## src/rtl/modem_symbol_sched_if.sv

```systemverilog
// Handshake and symbol bundle between a byte source and the modem symbol scheduler.
// The source drives mode_req/in_data/in_valid; the scheduler drives the rest.
interface modem_symbol_sched_if;
  logic [1:0] mode_req;
  logic [7:0] in_data;
  logic       in_valid;
  logic       in_ready;
  logic [1:0] mode;
  logic [3:0] sym;
  logic       sym_stb;
  logic       busy;

  modport master (
    output mode_req, in_data, in_valid,
    input  in_ready, mode, sym, sym_stb, busy
  );

  modport slave (
    input  mode_req, in_data, in_valid,
    output in_ready, mode, sym, sym_stb, busy
  );
endinterface

```

## src/rtl/modem_symbol_sched.sv

```systemverilog
// Frames payload bytes into modem symbols: alternating preamble, MSB-first data symbols
// at 1/2/4 bits per symbol, one zero tail symbol, then a quiet tail period.
module modem_symbol_sched #(
  parameter int unsigned SPS           = 8,
  parameter int unsigned PREAMBLE_SYMS = 4
) (
  input logic                 clk,
  input logic                 rst,
  modem_symbol_sched_if.slave bus
);

  typedef enum logic [1:0] {StIdle, StPreamble, StData, StTail} state_e;

  state_e     state_q, state_d;
  logic [7:0] cnt_q, cnt_d;
  logic [3:0] pre_idx_q, pre_idx_d;
  logic [7:0] shreg_q, shreg_d;
  logic [3:0] bits_left_q, bits_left_d;
  logic [1:0] mode_q, mode_d;
  logic [3:0] sym_q, sym_d;

  logic       boundary, cnt_last, stb, ready;
  logic [3:0] bps, ones, sh_sym, in_sym;
  logic [7:0] sh_next, in_next;

  assign boundary = (cnt_q == 8'd0);
  assign cnt_last = (cnt_q == 8'(SPS - 1));

  // Per-mode symbol width, all-ones symbol and MSB-first slicing of shifter / incoming byte.
  always_comb begin
    case (mode_q)
      2'd1: begin
        bps     = 4'd2;
        ones    = 4'h3;
        sh_sym  = {2'b00, shreg_q[7:6]};
        sh_next = {shreg_q[5:0], 2'b00};
        in_sym  = {2'b00, bus.in_data[7:6]};
        in_next = {bus.in_data[5:0], 2'b00};
      end
      2'd2: begin
        bps     = 4'd4;
        ones    = 4'hF;
        sh_sym  = shreg_q[7:4];
        sh_next = {shreg_q[3:0], 4'h0};
        in_sym  = bus.in_data[7:4];
        in_next = {bus.in_data[3:0], 4'h0};
      end
      default: begin
        bps     = 4'd1;
        ones    = 4'h1;
        sh_sym  = {3'b000, shreg_q[7]};
        sh_next = {shreg_q[6:0], 1'b0};
        in_sym  = {3'b000, bus.in_data[7]};
        in_next = {bus.in_data[6:0], 1'b0};
      end
    endcase
  end

  always_comb begin
    state_d     = state_q;
    cnt_d       = cnt_q;
    pre_idx_d   = pre_idx_q;
    shreg_d     = shreg_q;
    bits_left_d = bits_left_q;
    mode_d      = mode_q;
    sym_d       = sym_q;
    stb         = 1'b0;
    ready       = 1'b0;

    if (state_q != StIdle) begin
      cnt_d = cnt_last ? 8'd0 : cnt_q + 8'd1;
    end

    unique case (state_q)
      StIdle: begin
        // Frame start only samples the byte's presence; the byte itself is taken in DATA.
        if (bus.in_valid) begin
          state_d     = StPreamble;
          cnt_d       = 8'd0;
          pre_idx_d   = 4'd0;
          bits_left_d = 4'd0;
          mode_d      = (bus.mode_req == 2'd3) ? 2'd0 : bus.mode_req;
        end
      end
      StPreamble: begin
        if (boundary) begin
          stb       = 1'b1;
          sym_d     = pre_idx_q[0] ? ones : 4'h0;
          pre_idx_d = pre_idx_q + 4'd1;
        end
        if (cnt_last && (pre_idx_q == 4'(PREAMBLE_SYMS))) begin
          state_d = StData;
        end
      end
      StData: begin
        ready = (bits_left_q == 4'd0);
        if (boundary) begin
          stb = 1'b1;
          if (bits_left_q != 4'd0) begin
            sym_d       = sh_sym;
            shreg_d     = sh_next;
            bits_left_d = bits_left_q - bps;
          end else if (bus.in_valid) begin
            sym_d       = in_sym;
            shreg_d     = in_next;
            bits_left_d = 4'd8 - bps;
          end else begin
            sym_d   = 4'h0;
            state_d = StTail;
          end
        end else if ((bits_left_q == 4'd0) && bus.in_valid) begin
          shreg_d     = bus.in_data;
          bits_left_d = 4'd8;
        end
      end
      StTail: begin
        // Leave on the wrap so the would-be boundary cycle is already IDLE.
        if (cnt_last) begin
          state_d = StIdle;
        end
      end
      default: state_d = StIdle;
    endcase
  end

  always_ff @(posedge clk) begin
    if (rst) begin
      state_q     <= StIdle;
      cnt_q       <= 8'd0;
      pre_idx_q   <= 4'd0;
      shreg_q     <= 8'd0;
      bits_left_q <= 4'd0;
      mode_q      <= 2'd0;
      sym_q       <= 4'h0;
    end else begin
      state_q     <= state_d;
      cnt_q       <= cnt_d;
      pre_idx_q   <= pre_idx_d;
      shreg_q     <= shreg_d;
      bits_left_q <= bits_left_d;
      mode_q      <= mode_d;
      sym_q       <= sym_d;
    end
  end

  assign bus.sym      = sym_d;
  assign bus.sym_stb  = stb;
  assign bus.in_ready = ready;
  assign bus.mode     = mode_q;
  assign bus.busy     = (state_q != StIdle);

endmodule

```

## src/flat_wrapper.sv

```systemverilog
// flat-port wrapper written by rule: the top's interface ports become plain ports
module modem_symbol_sched_flat 
#(
  parameter int unsigned SPS           = 8,
  parameter int unsigned PREAMBLE_SYMS = 4
)
  (clk, rst, bus_mode_req, bus_in_data, bus_in_valid, bus_in_ready, bus_mode, bus_sym, bus_sym_stb, bus_busy);
  modem_symbol_sched_if bus_i ();
  input logic clk;
  input logic rst;
  input wire logic [$bits(bus_i.mode_req)-1:0] bus_mode_req;
  input wire logic [$bits(bus_i.in_data)-1:0] bus_in_data;
  input wire logic [$bits(bus_i.in_valid)-1:0] bus_in_valid;
  output wire logic [$bits(bus_i.in_ready)-1:0] bus_in_ready;
  output wire logic [$bits(bus_i.mode)-1:0] bus_mode;
  output wire logic [$bits(bus_i.sym)-1:0] bus_sym;
  output wire logic [$bits(bus_i.sym_stb)-1:0] bus_sym_stb;
  output wire logic [$bits(bus_i.busy)-1:0] bus_busy;
  assign bus_i.mode_req = bus_mode_req;
  assign bus_i.in_data = bus_in_data;
  assign bus_i.in_valid = bus_in_valid;
  assign bus_in_ready = bus_i.in_ready;
  assign bus_mode = bus_i.mode;
  assign bus_sym = bus_i.sym;
  assign bus_sym_stb = bus_i.sym_stb;
  assign bus_busy = bus_i.busy;
  modem_symbol_sched #(.SPS(SPS), .PREAMBLE_SYMS(PREAMBLE_SYMS)) u_core (.clk(clk), .rst(rst), .bus(bus_i));
endmodule
```

## config.mk

```make
export PLATFORM = sky130hd
export DESIGN_NAME = modem_symbol_sched_flat
export DESIGN_NICKNAME = d
export VERILOG_FILES = /design/src/rtl/modem_symbol_sched_if.sv /design/src/rtl/modem_symbol_sched.sv /design/src/flat_wrapper.sv
export SDC_FILE = /design/constraint.sdc
export NUM_CORES = 1
export LEC_CHECK = 0
export ABC_CLOCK_PERIOD_IN_PS = 2060
export BUFFER_PORTS_ARGS = -buffer_cell sky130_fd_sc_hd__buf_2
export CAP_MARGIN = 40
export CORE_MARGIN = 4
export CORE_UTILIZATION = 35
export DETAILED_ROUTE_END_ITERATION = 16
export HOLD_SLACK_MARGIN = 0.05
export REMOVE_ABC_BUFFERS = 1
export SLEW_MARGIN = 0
export SYNTH_ARGS = -nofsm -noshare
export SYNTH_HDL_FRONTEND = slang
export SYNTH_SLANG_ARGS = --single-unit
export TNS_END_PERCENT = 10
```

## constraint.sdc

```tcl
create_clock -name clk -period 2.06 [get_ports clk]
set_input_delay 0.412 -clock clk [delete_from_list [all_inputs] [get_ports clk]]
set_output_delay 0.412 -clock clk [all_outputs]
set_load 0.005 [all_outputs]
```

# --- Word-level counts from Yosys, hierarchy flattened ---
# Cells that the tools add are included.
totals:
  regBits: 32
  in_bits: 13
  word_cells: 84
op_classes:
  add_sub_neg: 4
  n_eq_ne: 18
  mux: 39
  n_reduce_logical: 16
ops:
  columns: ["op", "n"]
  rows:
  - ["$mux W8", 8]
  - ["$pmux W4 S2", 6]
  - ["$mux W4", 11]
  - ["$pmux W8 S2", 2]
  - ["$mux W2", 7]
  - ["$add A8 B1 Y8 const B", 1]
  - ["$eq A2 B2 Y1 const B", 4]
  - ["$eq A8 B3 Y1 const B", 1]
  - ["$logic_not A8 Y1", 1]
  - ["$ne A2 B1 Y1 const B", 4]
  - ["$pmux W2 S4", 1]
  - ["$reduce_bool A2 Y1", 4]
  - ["$ne A2 B2 Y1 const B", 3]
  - ["$pmux W3 S2", 1]
  - ["$reduce_and A3 Y1", 2]
  - ["$reduce_and A6 Y1", 1]
  - ["$add A4 B1 Y4 const B", 1]
  - ["$eq A2 B1 Y1 const B", 2]
  - ["$eq A4 B3 Y1 const B", 1]
  - ["$logic_not A4 Y1", 1]
  - ["$ne A4 B4 Y1 const B", 1]
  - ["$reduce_and A4 Y1", 1]
  - ["$reduce_bool A4 Y1", 1]
  - ["$sub A4 B3 Y4", 1]
  - ["other kinds (8)", 11]

# --- Logic depth before layout (Yosys ltp) ---
logic_depth:
  depth_word: 7
  ltp_mapped: 9

# --- Least setup slack after synthesis ---
# No wires, ideal clock.
synth_timing:
  path_kind: "register -> output"
  start: "register u_core.cnt_q[0]"
  end: "output bus_sym[2]"
  arrival_time_ps: 1686
  path_slack_ps: -38
  stages_incl_launch_ff: 10
  path_buffers: 0
  cell_sequence: "dfxtp_1 > inv_1 > ha_1 > or4b_4 > nor2_8 > nand2_2 > inv_1 > and2_1 > a22oi_1 > nor2_1"
synth_via:
  elab_chain_len: 3
  word_cells_on_any_way: 4
  cone_classes: "3 x mux; 1 x reduce/logical"
synth_rtl:
  columns: ["element", "line", "rtl"]
  rows:
  - ["start, declared", "modem_symbol_sched.sv:15", "logic [7:0] cnt_q, cnt_d;"]
  - ["start signal, assigned", "modem_symbol_sched.sv:137", "cnt_q <= cnt_d;"]
  - ["$logic_not A8 Y1 (*)", "modem_symbol_sched.sv:26", "assign boundary = (cnt_q == 8'd0);"]
  - ["$mux W4, on equally long branches", "modem_symbol_sched.sv:97, modem_symbol_sched.sv:86", null]
  - ["$pmux W4 S2 (*)", "modem_symbol_sched.sv:74", "unique case (state_q)"]
  - ["end, declared", "flat_wrapper.sv:16", "output wire logic [$bits(bus_i.sym)-1:0] bus_sym;"]
# Every way passes the cells marked *; elsewhere a longest branch is shown, timed or not.

# --- Final worst setup path ---
layout_timing:
  start: "register u_core.cnt_q[1]"
  end: "output bus_sym[2]"
# The elaborated chain is that of the path after synthesis.

==> out/metrics.yaml <==
run_status:
  status: "finished, violations left"
  violations: "negative setup slack"
pwr:
  p_clk_share_pct: 16.2
  ir_drop_uv: 571.4
  switchingPower_uw: 1359
  intPower_uw: 1846
  power_density_mw_per_mm2: 1097
  p_leak_uw: 0.001244
  finalPower_uw: 3205
  p_sw_share_pct: 42.41
  combPwrFrac_pct: 59.7
  seqPwrFrac_pct: 24.1
critical_path:
  cp_max_fo: 4
  crit_path_end_kind: "output port"
  r2r_start: "u_core.cnt_q[1]$_SDFF_PP0_"
  startpoint: "u_core.cnt_q[1]$_SDFF_PP0_"
  cp-start-kind: "flip-flop"
  endpoint: "bus_sym[2]"
  reg2reg_slack_ns: 0.07
  r2r-end: "u_core.bits_left_q[3]$_SDFFE_PP0P_"
  cp.arrival_ns: 1.99
  reg2reg_depth: 9
  required_ns: 1.65
  crit_type: "reg -> out"
logic_synthesis:
  yosysSeqAreaShare_pct: 27.93
  synth_seq_cells: 32
  yosysMostFrequentCell: "nand2_1"
  yosys_warnings: 0
  synth_top_area_share_pct: 27.93
  yosysUniqueCellTypes: 54
  synth_area_leader_cell: "dfxtp_1"
  netlist_area_mm2: 0.002293
  async_flop_share_pct: 0
  syn_area_per_cell_um2: 7.774
  ys_top_cells_by_area: "dfxtp_1, ha_1, nand2_1"
  synth_top_flop_cell: "dfxtp_1"
  netlist_instances: 295
  ys_top_cells_by_count: "nand2_1, dfxtp_1, a21oi_1, nor2_1"
  synth_edf_count: 0
detailed_routing:
  routed_wl_um: 6219
  viasPerCell: 5.502
  dr.pass1.iters: 4
  drt_iter0_drc: 130
  drc: 0
  ant_nets: 0
  num_vias: 2344
  wl_per_cell_um: 14.60
floorplanning:
  initial_utilization_pct: 36.12
  dieArea_mm2: 0.007912
  io_pins: 22
  core_mm2: 0.006350
  die_y_um: 88.95
  die_w_um: 88.95
  rows: 29
timing:
  fmax_mhz: 415.5
  slew-limit-headroom_pct: 70.05
  drv_slew: 0
  period_share_pct: 116.8
  grt_setup_unrepaired: "true"
  fin_ws_ns: -0.3465
  hold_slack_ns: 0.4115
  tightest_slew_ns: 0.4476
  fin_crit_ns: 2.407
  hold_viol_final: 0
  setup_viol: 5
  fin_skew_ns: 0.003875
cts:
  cts-root-buf: "clkbuf_8"
  clk_pin_slew_worst_paths_ns: 0.07
  cts_tree: "built"
  cts_buffer_depth: 2
  worstSkewPairLatency_ns: 0.29
  htreeDepth: 2
  cts_buffers: 5
  cts_hold_buffers: 0
  clock-sinks: 32
grt:
  antenna_found_initial: 0
  grt_overflow: 0
  grt_pass1_vias: 2196
  grt_usage_pct: 16.27
  grt_max_degree: 20
  grt_pass1_wl_um: 10270
placed_design:
  place_ws_ns: -0.1136
  gp_congestion: 0.8291
  post_dp_cell_area_mm2: 0.002721
  numPortBuffers: 21
  dpl.cell_count: 414
  place.detailed.hpwl_um: 4611
hold_path:
  min_path_type: "in -> reg"
  min-delay-start: "bus_in_data[0]"
final_layout:
  num-nets-final: 377
  diodes: 0
  design_area_mm2: 0.002923
  drive_gt1_share_pct: 29.51
  final_cells: 426
  area_delta_synth_final_pct: 27.44
run:
  max_cap_violations: 0
how the worst min path moves through the flow:
stage	to	slack [ns]	cells past startpoint
after detailed placement	u_core.shreg_q[7]$_SDFFE_PP0P_	0.47	2
after global placement	u_core.shreg_q[7]$_SDFFE_PP0P_	0.47	2
after CTS	u_core.shreg_q[0]$_SDFFE_PP0P_	0.41	3
final	u_core.shreg_q[0]$_SDFFE_PP0P_	0.41	3
after global routing	u_core.shreg_q[0]$_SDFFE_PP0P_	0.43	3
after floorplan	u_core.shreg_q[7]$_SDFFE_PP0P_	0.44	2
state kept, by name (all words and copies together) (netlist names):
signal,flops
u_core.bits_left_q,4
u_core.bus.mode,2
u_core.cnt_q,8
u_core.pre_idx_q,4
u_core.shreg_q,8
u_core.state_q,2
u_core.sym_q,4
cell type report:
type | instances | area (µm²)
Multi-Input combinational cell | 226 | 1555
Tap cell | 77 | 96.34
Sequential cell | 32 | 646.9
Timing Repair Buffer | 66 | 467.9
Fill cell | 608 | 3427
Clock inverter | 2 | 10.01
Inverter | 17 | 63.81
Clock buffer | 6 | 82.58
timing repair:
| action | in CTS | in global routing |
|---|---|---|
| pin swaps | 6 | 5 |
| setup endpoints to repair | 9 | 16 |
| resized for setup | 18 | 10 |
| buffers inserted | 4 | 1 |
power groups by stage:
stage	Combinational, µW	Sequential, µW	Clock [µW]
finish	1910	773	519
floorplan	1030	762	0
detailed placement	1680	779	0
global route	2130	780	547
CTS	1850	769	528
global placement	1670	776	0
metrics by stage:
step           utilization (%)  TNS [ns]
5_1_grt                  46.03    -2.215
2_1_floorplan                -   -0.3211
6_report                 46.03    -1.641
3_5_place_dp             42.86   -0.4097
3_3_place_gp             42.86   -0.2733
4_1_cts                  45.46    -1.810
cell usage in the layout (no fill, tap or decap), types with 3 or more instances in the layout:
cell      instances
ha_1             13
nand2_1          44
nor2b_1           5
and3_1            3
nand3_1          10
a211o_1           4
buf_2            20
inv_2             3
a22oi_1           6
clkbuf_8          6
inv_1            14
o211ai_1          9
buf_6             4
a221oi_1          4
or3_1             3
nor3_1           11
o21ai_0           9
buf_4            41
a311oi_1          5
dfxtp_1          27
dfxtp_2           5
nor2_1           22
a21oi_1          21
routing by layer:
layer	routed length [µm]	up-vias	global-route usage [%]	share of wire, %
met5	0	-	0	0
met4	62	0	5.007	1.0
met3	254	9	3.134	4.1
met2	2889	42	27.26	46
met1	3012	1118	21.20	48
li1	-	1175	-	-
critical path, cell delays in order (launching register included):
cell and delay (ns):
dfxtp_2 0.32, inv_2 0.07, ha_4 0.13, or4b_4 0.51, nor2_8 0.13, nand2_4 0.08, inv_2 0.06, and2_4 0.14
a22oi_2 0.05, nor2_1 0.09, buf_2 0.12
cells by family (layout without fill, tap and decap cells):
kind of cell,count (synthesis),after routing,share of synthesized area (%)
and+or+nand+nor,119,119,26.95
DFF,32,32,27.93
xor gates and xnor gates,4,4,1.528
adders and majority gates,16,16,9.056
buffers and inverters,37,91,6.328
muxes,3,3,1.364
AOI/OAI and AO/OA,84,84,26.84
Note: power is estimated with default switching activity, not from simulation.
